### src/rtl/regbank_pkg.sv
// rtl/regbank_pkg.sv - shared types and constants for the register-bank command driver
package regbank_pkg;
  localparam int W     = 8;
  localparam int AW    = 3;
  localparam int NREGS = 8;

  // Encodings 5-7 are deliberately left out; the driver rejects them as illegal.
  typedef enum logic [2:0] {
    OP_READ  = 3'd0,
    OP_WRITE = 3'd1,
    OP_ADD   = 3'd2,
    OP_COPY  = 3'd3,
    OP_SWAP  = 3'd4
  } op_e;

  typedef enum logic [2:0] {
    S_IDLE,
    S_EXEC,
    S_WR,
    S_WR2,
    S_SETTLE,
    S_RESP
  } state_e;
endpackage

### src/rtl/regbank_driver.sv
// rtl/regbank_driver.sv - executes READ/WRITE/ADD/COPY/SWAP commands against an external register bank
module regbank_driver #(
  parameter int W  = 8,
  parameter int AW = 3
) (
  input  logic          clk,
  input  logic          rst,
  input  logic          cmd_valid,
  output logic          cmd_ready,
  input  logic [2:0]    cmd_op,
  input  logic [AW-1:0] cmd_ra,
  input  logic [AW-1:0] cmd_rb,
  input  logic [AW-1:0] cmd_rd,
  input  logic [W-1:0]  cmd_data,
  output logic          rsp_valid,
  input  logic          rsp_ready,
  output logic [W-1:0]  rsp_data,
  output logic          rsp_err,
  output logic          rsp_carry,
  output logic          we3,
  output logic [AW-1:0] wa3,
  output logic [W-1:0]  wd3,
  output logic [AW-1:0] ra1,
  output logic [AW-1:0] ra2,
  input  logic [W-1:0]  rd1,
  input  logic [W-1:0]  rd2
);
  import regbank_pkg::*;

  state_e        state, state_n;
  logic [2:0]    op_q;
  logic [AW-1:0] ra_q, rb_q, rd_q;
  logic [W-1:0]  data_q, op_a, op_b;
  logic          exec_err;
  logic [W-1:0]  exec_val;
  logic [W:0]    settle_val;

  // First-write value with the ADD carry in the top bit.
  function automatic logic [W:0] write_value(input logic [2:0] op, input logic [W-1:0] imm,
                                             input logic [W-1:0] a, input logic [W-1:0] b);
    logic [W:0] r;
    r = '0;
    case (op)
      OP_WRITE: r = {1'b0, imm};
      OP_ADD:   r = {1'b0, a} + {1'b0, b};
      OP_COPY:  r = {1'b0, a};
      OP_SWAP:  r = {1'b0, b};
      default:  r = '0;
    endcase
    return r;
  endfunction

  // Register 0 is read-only zero, so any write aimed at it is refused up front.
  always_comb begin
    exec_err = (op_q > OP_SWAP)
             || ((op_q == OP_WRITE || op_q == OP_ADD || op_q == OP_COPY) && rd_q == '0)
             || (op_q == OP_SWAP && (ra_q == '0 || rb_q == '0));
    exec_val   = W'(write_value(op_q, data_q, rd1, rd2));
    settle_val = write_value(op_q, data_q, op_a, op_b);
  end

  always_ff @(posedge clk or negedge rst) begin
    if (!rst) state <= S_IDLE;
    else      state <= state_n;
  end

  always_comb begin
    state_n = state;
    case (state)
      S_IDLE:   if (cmd_valid) state_n = S_EXEC;
      S_EXEC:   state_n = (op_q == OP_READ || exec_err) ? S_RESP : S_WR;
      S_WR:     state_n = (op_q == OP_SWAP) ? S_WR2 : S_SETTLE;
      S_WR2:    state_n = S_SETTLE;
      S_SETTLE: state_n = S_RESP;
      S_RESP:   if (rsp_ready) state_n = S_IDLE;
      default:  state_n = S_IDLE;
    endcase
  end

  always_comb begin
    cmd_ready = rst && (state == S_IDLE);
    rsp_valid = (state == S_RESP);
  end

  // Bank-side outputs are decided one edge ahead from state_n so they leave registered.
  always_ff @(posedge clk or negedge rst) begin
    if (!rst) begin
      op_q <= '0; ra_q <= '0; rb_q <= '0; rd_q <= '0; data_q <= '0;
      op_a <= '0; op_b <= '0;
      rsp_data <= '0; rsp_err <= 1'b0; rsp_carry <= 1'b0;
      we3 <= 1'b0; wa3 <= '0; wd3 <= '0; ra1 <= '0; ra2 <= '0;
    end else begin
      if (state == S_IDLE && cmd_valid) begin
        op_q   <= cmd_op;
        ra_q   <= cmd_ra;
        rb_q   <= cmd_rb;
        rd_q   <= cmd_rd;
        data_q <= cmd_data;
        ra1    <= cmd_ra;
        ra2    <= cmd_rb;
      end
      if (state == S_EXEC) begin
        op_a      <= rd1;
        op_b      <= rd2;
        rsp_err   <= exec_err;
        rsp_carry <= 1'b0;
        rsp_data  <= (op_q == OP_READ) ? rd1 : '0;
      end
      we3 <= (state_n == S_WR) || (state_n == S_WR2);
      if (state_n == S_WR) begin
        wa3 <= (op_q == OP_SWAP) ? ra_q : rd_q;
        wd3 <= exec_val;
      end else if (state_n == S_WR2) begin
        wa3 <= rb_q;
        wd3 <= op_a;
      end
      if (state_n == S_SETTLE) begin
        rsp_data  <= settle_val[W-1:0];
        rsp_carry <= settle_val[W];
      end
    end
  end
endmodule

### config.mk
export PLATFORM = sky130hd
export DESIGN_NAME = regbank_driver
export DESIGN_NICKNAME = d
export VERILOG_FILES = /design/src/rtl/regbank_pkg.sv /design/src/rtl/regbank_driver.sv
export SDC_FILE = /design/constraint.sdc
export NUM_CORES = 1
export LEC_CHECK = 0
export ABC_AREA = 1
export BUFFER_PORTS_ARGS = -buffer_cell sky130_fd_sc_hd__buf_2
export CAP_MARGIN = 25
export CORE_ASPECT_RATIO = 0.9
export CORE_UTILIZATION = 25
export CTS_CLUSTER_SIZE = 25
export DETAILED_ROUTE_END_ITERATION = 7
export SLEW_MARGIN = 10
export SYNTH_ARGS = -nofsm -noshare
export SYNTH_HDL_FRONTEND = slang
export SYNTH_SLANG_ARGS = --single-unit
### constraint.sdc
create_clock -name clk -period 5.4 [get_ports clk]
set_input_delay 0.54 -clock clk [delete_from_list [all_inputs] [get_ports clk]]
set_output_delay 0.54 -clock clk [all_outputs]
set_load 0.02 [all_outputs]
---- Word-level counts from Yosys, hierarchy flattened ----
Index checks and enable logic that the tools add are counted.
cells by class
  $add $sub $neg .......................... 2
  order comparisons ....................... 1
  reductions and logical operators ........ 18
  equality and inequality tests ........... 12
  multiplexer cells ....................... 17
operators with widths
  operator            number
  $mux 8              5
  $pmux 9 s4          1
  $pmux 8 s4          1
  $mux 3              7
  $eq 3x2->1 const B  6
  $pmux 3 s6          1
  $logic_not 3->1     5
  $eq 3x3->1 const B  4
  $add 8x8->9         1
  $add 8x8->8         1
  $logic_or 1x1->1    7
  $eq 3x1->1 const B  2
  $logic_and 1x1->1   4
  $reduce_bool 2->1   2
  $gt 3x3->1 const B  1
  $mux 1              2
word-level totals
  register bits after elaboration ......... 61
  bits of input ports ..................... 40

---- Logic depth before layout (Yosys ltp) ----
  depth after elaboration ................. 12
  gate-level depth with buffers ........... 11
  mapped depth without buffers ............ 11

---- Worst setup path after synthesis ----
No wires, ideal clock.
  path type ............................... input to register
  start point ............................. in rd1[2]
  end point ............................... reg wd3[5]
  buffers on the path ..................... 0
  arrival time ............................ 1.681 ns
  path slack .............................. 3.603 ns
  library setup time ...................... 0.116 ns
  stages .................................. 10
  required time ........................... 5.284 ns
  cells stage by stage .................... ha_1 -> a21oi_1 -> nand2_1 -> nand2_1 -> nand2_1 -> or2_2 -> nand2_1 -> nand2_1 -> nand2_1 -> nand2_1
on the way
  longest elaborated chain between the ends .. 3
ends and longest elaborated chain
  what                  line                   source
  start, declared       regbank_driver.sv:25   input logic [W-1:0] rd1,
  $add 8x8->8           regbank_driver.sv:45   OP_ADD: r = {1'b0, a} + {1'b0, b};
  $pmux 8 s4            regbank_driver.sv:43   case (op)
  $mux 8                regbank_driver.sv:110  if (state_n == S_WR) begin
  end signal, assigned  regbank_driver.sv:112  wd3 <= exec_val;
  end signal, assigned  regbank_driver.sv:115  wd3 <= op_a;
  end, declared         regbank_driver.sv:22   output logic [W-1:0] wd3,
Every way passes these cells.
A chain may end at the register's enable or synchronous reset.

---- Final worst setup path ----
  start point ............................. reg state[0]
  end point ............................... reg rsp_data[6]
on the way
  longest elaborated chain between the ends .. 4
  elaborated cells between the ends (all ways) .. 12
ends and longest elaborated chain
  what                                         line                   source
  start, declared                              regbank_driver.sv:30   state_e state, state_n;
  start signal, assigned                       regbank_driver.sv:64   else state <= state_n;
  $eq 3x3->1, or another cell as far along     regbank_driver.sv:69   case (state)
  $pmux 3 s6                                   regbank_driver.sv:69
  $eq 3x3->1                                   regbank_driver.sv:117  if (state_n == S_SETTLE) begin
  $mux 8 or $reduce_bool 2->1 (tied branches)  -
  end signal, assigned                         regbank_driver.sv:107  rsp_data <= (op_q == OP_READ) ? rd1 : '0;
  end signal, assigned                         regbank_driver.sv:118  rsp_data <= settle_val[W-1:0];
  end, declared                                regbank_driver.sv:17   output logic [W-1:0] rsp_data,
Several ways; a longest one is shown, not always the timed one.

==> results.md <==
Finish:
- The total number of nets in the final design is 622.
- The share of layout cells above drive strength 1 is 23.0%.
- The area used by sequential logic in the layout is 1530 um^2.
- The library cells used most frequently in the layout, excluding fill and tap cells, are nand2_1, buf_2, dfrtp_1.
- The antenna diode instance count is 0.
- The library cell used most frequently in the layout, excluding fill and tap cells, is nand2_1.
- Compared with the post-synthesis result, the final layout area differs by 21.5%.
- The multi-input combinational cells in the finished layout cover a total of 1960 um^2.
- The filler cells instantiated in the layout total 1,620.

Clocking:
- In this run the post-CTS setup repair buffer count came out at 0.
- Once the clock tree was built, the resizer swapped 0 gates to a different size.
- The clock transition at the register clock pins on the worst setup and hold paths after CTS is 0.05 ns.
- The maximum level of the CTS H-tree is 3.
- The clock reaches the later pin of the worst-skew pair after 0.34 ns.
- The hold-fix buffer count after cts is 0.
- Clock tree synthesis found a total of 61 sinks.
- TritonCTS built the clock tree.
- The root buffer cell chosen for the clock tree is clkbuf_16.
- The maximum number of buffers from clock root to sink is 2.
- Clock tree synthesis inserted a total of 9 buffers.

Detailed routing:
- In the final routed layout, each cell accounts on average for 14.4 um.
- After the first detailed-routing iteration, the DRC count stood at 275.
- The post-detailed-routing wire length is 11.1 mm.
- The total DRC errors in the routed layout is 0.
- Dividing the detail-routed via count by the number of cells gives 4.58.
- Detailed routing inserted a total of 3,514 vias.
- In this run the remaining antenna-violating nets after routing total 0.
- The first detailed-routing pass ran for 5 iterations.

Worst setup path:
- The worst setup path is of the flop to flop kind.
- The kind of start point of the critical path is a flop.
- The largest single stage delay on the critical path is 0.68 ns.
- The worst-path maximum fanout is 22.
- The element type at the critical path end is a flop.
- Data arrives at the worst endpoint at 2.45 ns.
- The critical path goes through inv_2 > nor3_4 > inv_2 > nand2_1 > inv_2 > a22oi_1 > nand2_1.
- The slowest stage of the critical path belongs to the cell nor3_4.
- STA puts the critical path data required time at 5.61 ns.
- The most numerous cell type found on the critical path is inv_2.

Synth:
- After technology mapping, the gate count stands at 497.
- In this run the mean area of a mapped cell was 7.69 um^2.
- The number of nets handed over by synthesis was 554.
- Synthesis inferred 61 register bits.
- For this run, asynchronously set or reset flops after synthesis account for 100%.
- The count of different cell masters after synthesis is 46.
- The fraction of the yosys area taken by sequential cells is 39.9%.
- The total of warnings raised by yosys is 0.
- In the synthesized netlist the dominant register cell turns out to be dfrtp_1.
- Of the post-synthesis cell area, the dominant cell type holds 39.9%.
- The biggest area contributor in the post-synthesis netlist is dfrtp_1.
- By area the synthesized netlist is led by dfrtp_1, nand2_1, inv_1.
- The synthesized design contains 0 enable-type register cells.
- The area of the mapped netlist is 3820 um^2.

Timing:
- In this run the tightest slew margin relative to its limit is 42.2%.
- The transition time of the tightest slew-check pin is 0.865 ns.
- The number of slew-limit violations in the final report was 0.
- The maximum clock rate is 447 MHz.
- The time the final worst path needs with I/O delays and setup is 2.24 ns.
- Setup violations remaining at the end of the flow were counted as 0.
- The worst path meets setup with 3.16 ns of slack.
- The post-route clock skew is 0.0106 ns.
- The final period utilization is 41.4%.
- The setup TNS is 0 ns.
- The total count of hold-check failures in the final report came to 0.
- Setup repair after global routing left no endpoint under its margin.

GRT:
- The first global-routing pass estimated 17.7 mm of wire.
- Across every metal layer, demand over resource in global routing totals 14.8%.
- The initial antenna violation count is 0.
- The via count of the first global-routing pass came to 3,264.
- Entering global routing, the biggest net connects 62 pins.
- The overflow left after global routing is 0.

Die:
- The starting density of the core is 25.8%.
- The width of the die is 132 um.
- In this run the count of I/O pins placed on the die edge is 70.
- The die covers 15,800 um^2.
- The die is 119 um tall.
- The area of the core is 14,800 um^2.
- The number of placement rows is 42.

Power:
- IR analysis of the VDD net gives a maximum drop of 201 uV.
- After layout, the design draws a total of 0.00281 W.
- The leakage power of the design is 2.43 nW.
- The power density of the placed cells is 605 nW/um^2.

Placement:
- Buffers placed on the I/O ports in this run total 69.
- Detailed placement ended at an HPWL of 8.37 mm.
- The placer's final routability congestion estimate is 0.863.
- Timing analysis after detailed placement gives a worst setup slack of 3.19 ns.

Status:
- The flow ran to the end, and the final reports show no timing, DRC or antenna violations.

Flow run:
- The max-capacitance violation count is 0.

Hold path:
- In this run the worst hold path is classified as primary input to flop.
metrics by stage:
step	util (%)	std cells	hold WS (ns)	instance area, um^2
2_1_floorplan	-	497	0.244	3820
3_3_place_gp	29.2	752	0.473	4330
3_5_place_dp	29.2	752	0.475	4330
4_1_cts	31.3	768	0.424	4650
5_1_grt	31.3	768	0.433	4650
6_report	31.3	768	0.434	4650
kinds of logic after synthesis:
group	share of synthesized area, %
AND/OR/NAND/NOR	30.6
adder cells (fa/ha/maj)	5.96
buffers and inverters	8.87
AO/OA/AOI/OAI	12.9
XOR/XNOR	0.229
multiplexers	1.47
flip-flops	39.9
worst paths after layout:
path | start | to | slack, ns | cells after the start
setup / recovery | state[0]$_DFF_PN0_ | rsp_data[6]$_DFFE_PN0P_ | 3.16 | 7
hold / removal | cmd_ra[0] | ra_q[0]$_DFFE_PN0P_ | 0.43 | 2
setup reg to reg | state[0]$_DFF_PN0_ | rsp_data[6]$_DFFE_PN0P_ | 3.16 | 7
hold reg to reg | rsp_carry$_DFFE_PN0P_ | rsp_carry$_DFFE_PN0P_ | 0.49 | 2
max in group asynchronous | rst | rb_q[1]$_DFFE_PN0P_ | 4.41 | 2
min in group asynchronous | rst | rsp_data[4]$_DFFE_PN0P_ | 0.45 | 2
sequential cells by signal, summed over array words and instances, names as in the netlist:
register and count:
we3 1, op_q 3, data_q 8, rsp_err 1
state 3, rb_q 3, op_a 8, ra_q 3
rsp_data 8, rsp_carry 1, wd3 8, op_b 8
rd_q 3, wa3 3
critical path, delay by kind of cell, from the launching register on:
| family | cells | cell delay (ns) |
|---|---|---|
| AO/OA/AOI/OAI | 1 | 0.21 |
| flip-flops | 1 | 0.43 |
| AND/OR/NAND/NOR | 3 | 0.92 |
| buffers and inverters | 3 | 0.56 |
routing by layer:
layer  share of wire [%]  GRT usage (%)  vias to the layer above
met4                 1.9           4.74                        0
met5                   0              0                        -
met1                  48           20.9                     1610
met2                  44           22.0                      122
li1                    -              -                     1764
met3                 5.7           3.49                       18
final cells by class:
| type | count | area share [%] |
|---|---|---|
| sequential | 61 | 32.9 |
| timing repair buffer | 70 | 7.59 |
| inverter | 65 | 5.36 |
| clock inverter | 3 | 0.916 |
| multi-input combinational | 358 | 42.1 |
| tap | 198 | 5.33 |
| clock buffer | 13 | 5.82 |
power by group:
part | internal [W] | leakage, nW | switching, W | total, W
registers | 0.000672 | 0.738 | 0.000168 | 0.000840
clock network | 0.000394 | 0.152 | 0.000205 | 0.000599
logic | 0.000456 | 1.54 | 0.000915 | 0.00137
cell usage after synthesis, types with 5 or more instances:
cell and count:
nand4_1 7, dfrtp_1 61, a21oi_1 31, ha_1 15
buf_2 5, nor2_1 34, inv_1 57, nand2_2 14
nand2_1 143, inv_2 6, mux2_2 5, nand3_1 28
o21ai_0 31
Power figures use the tool's default switching activity.
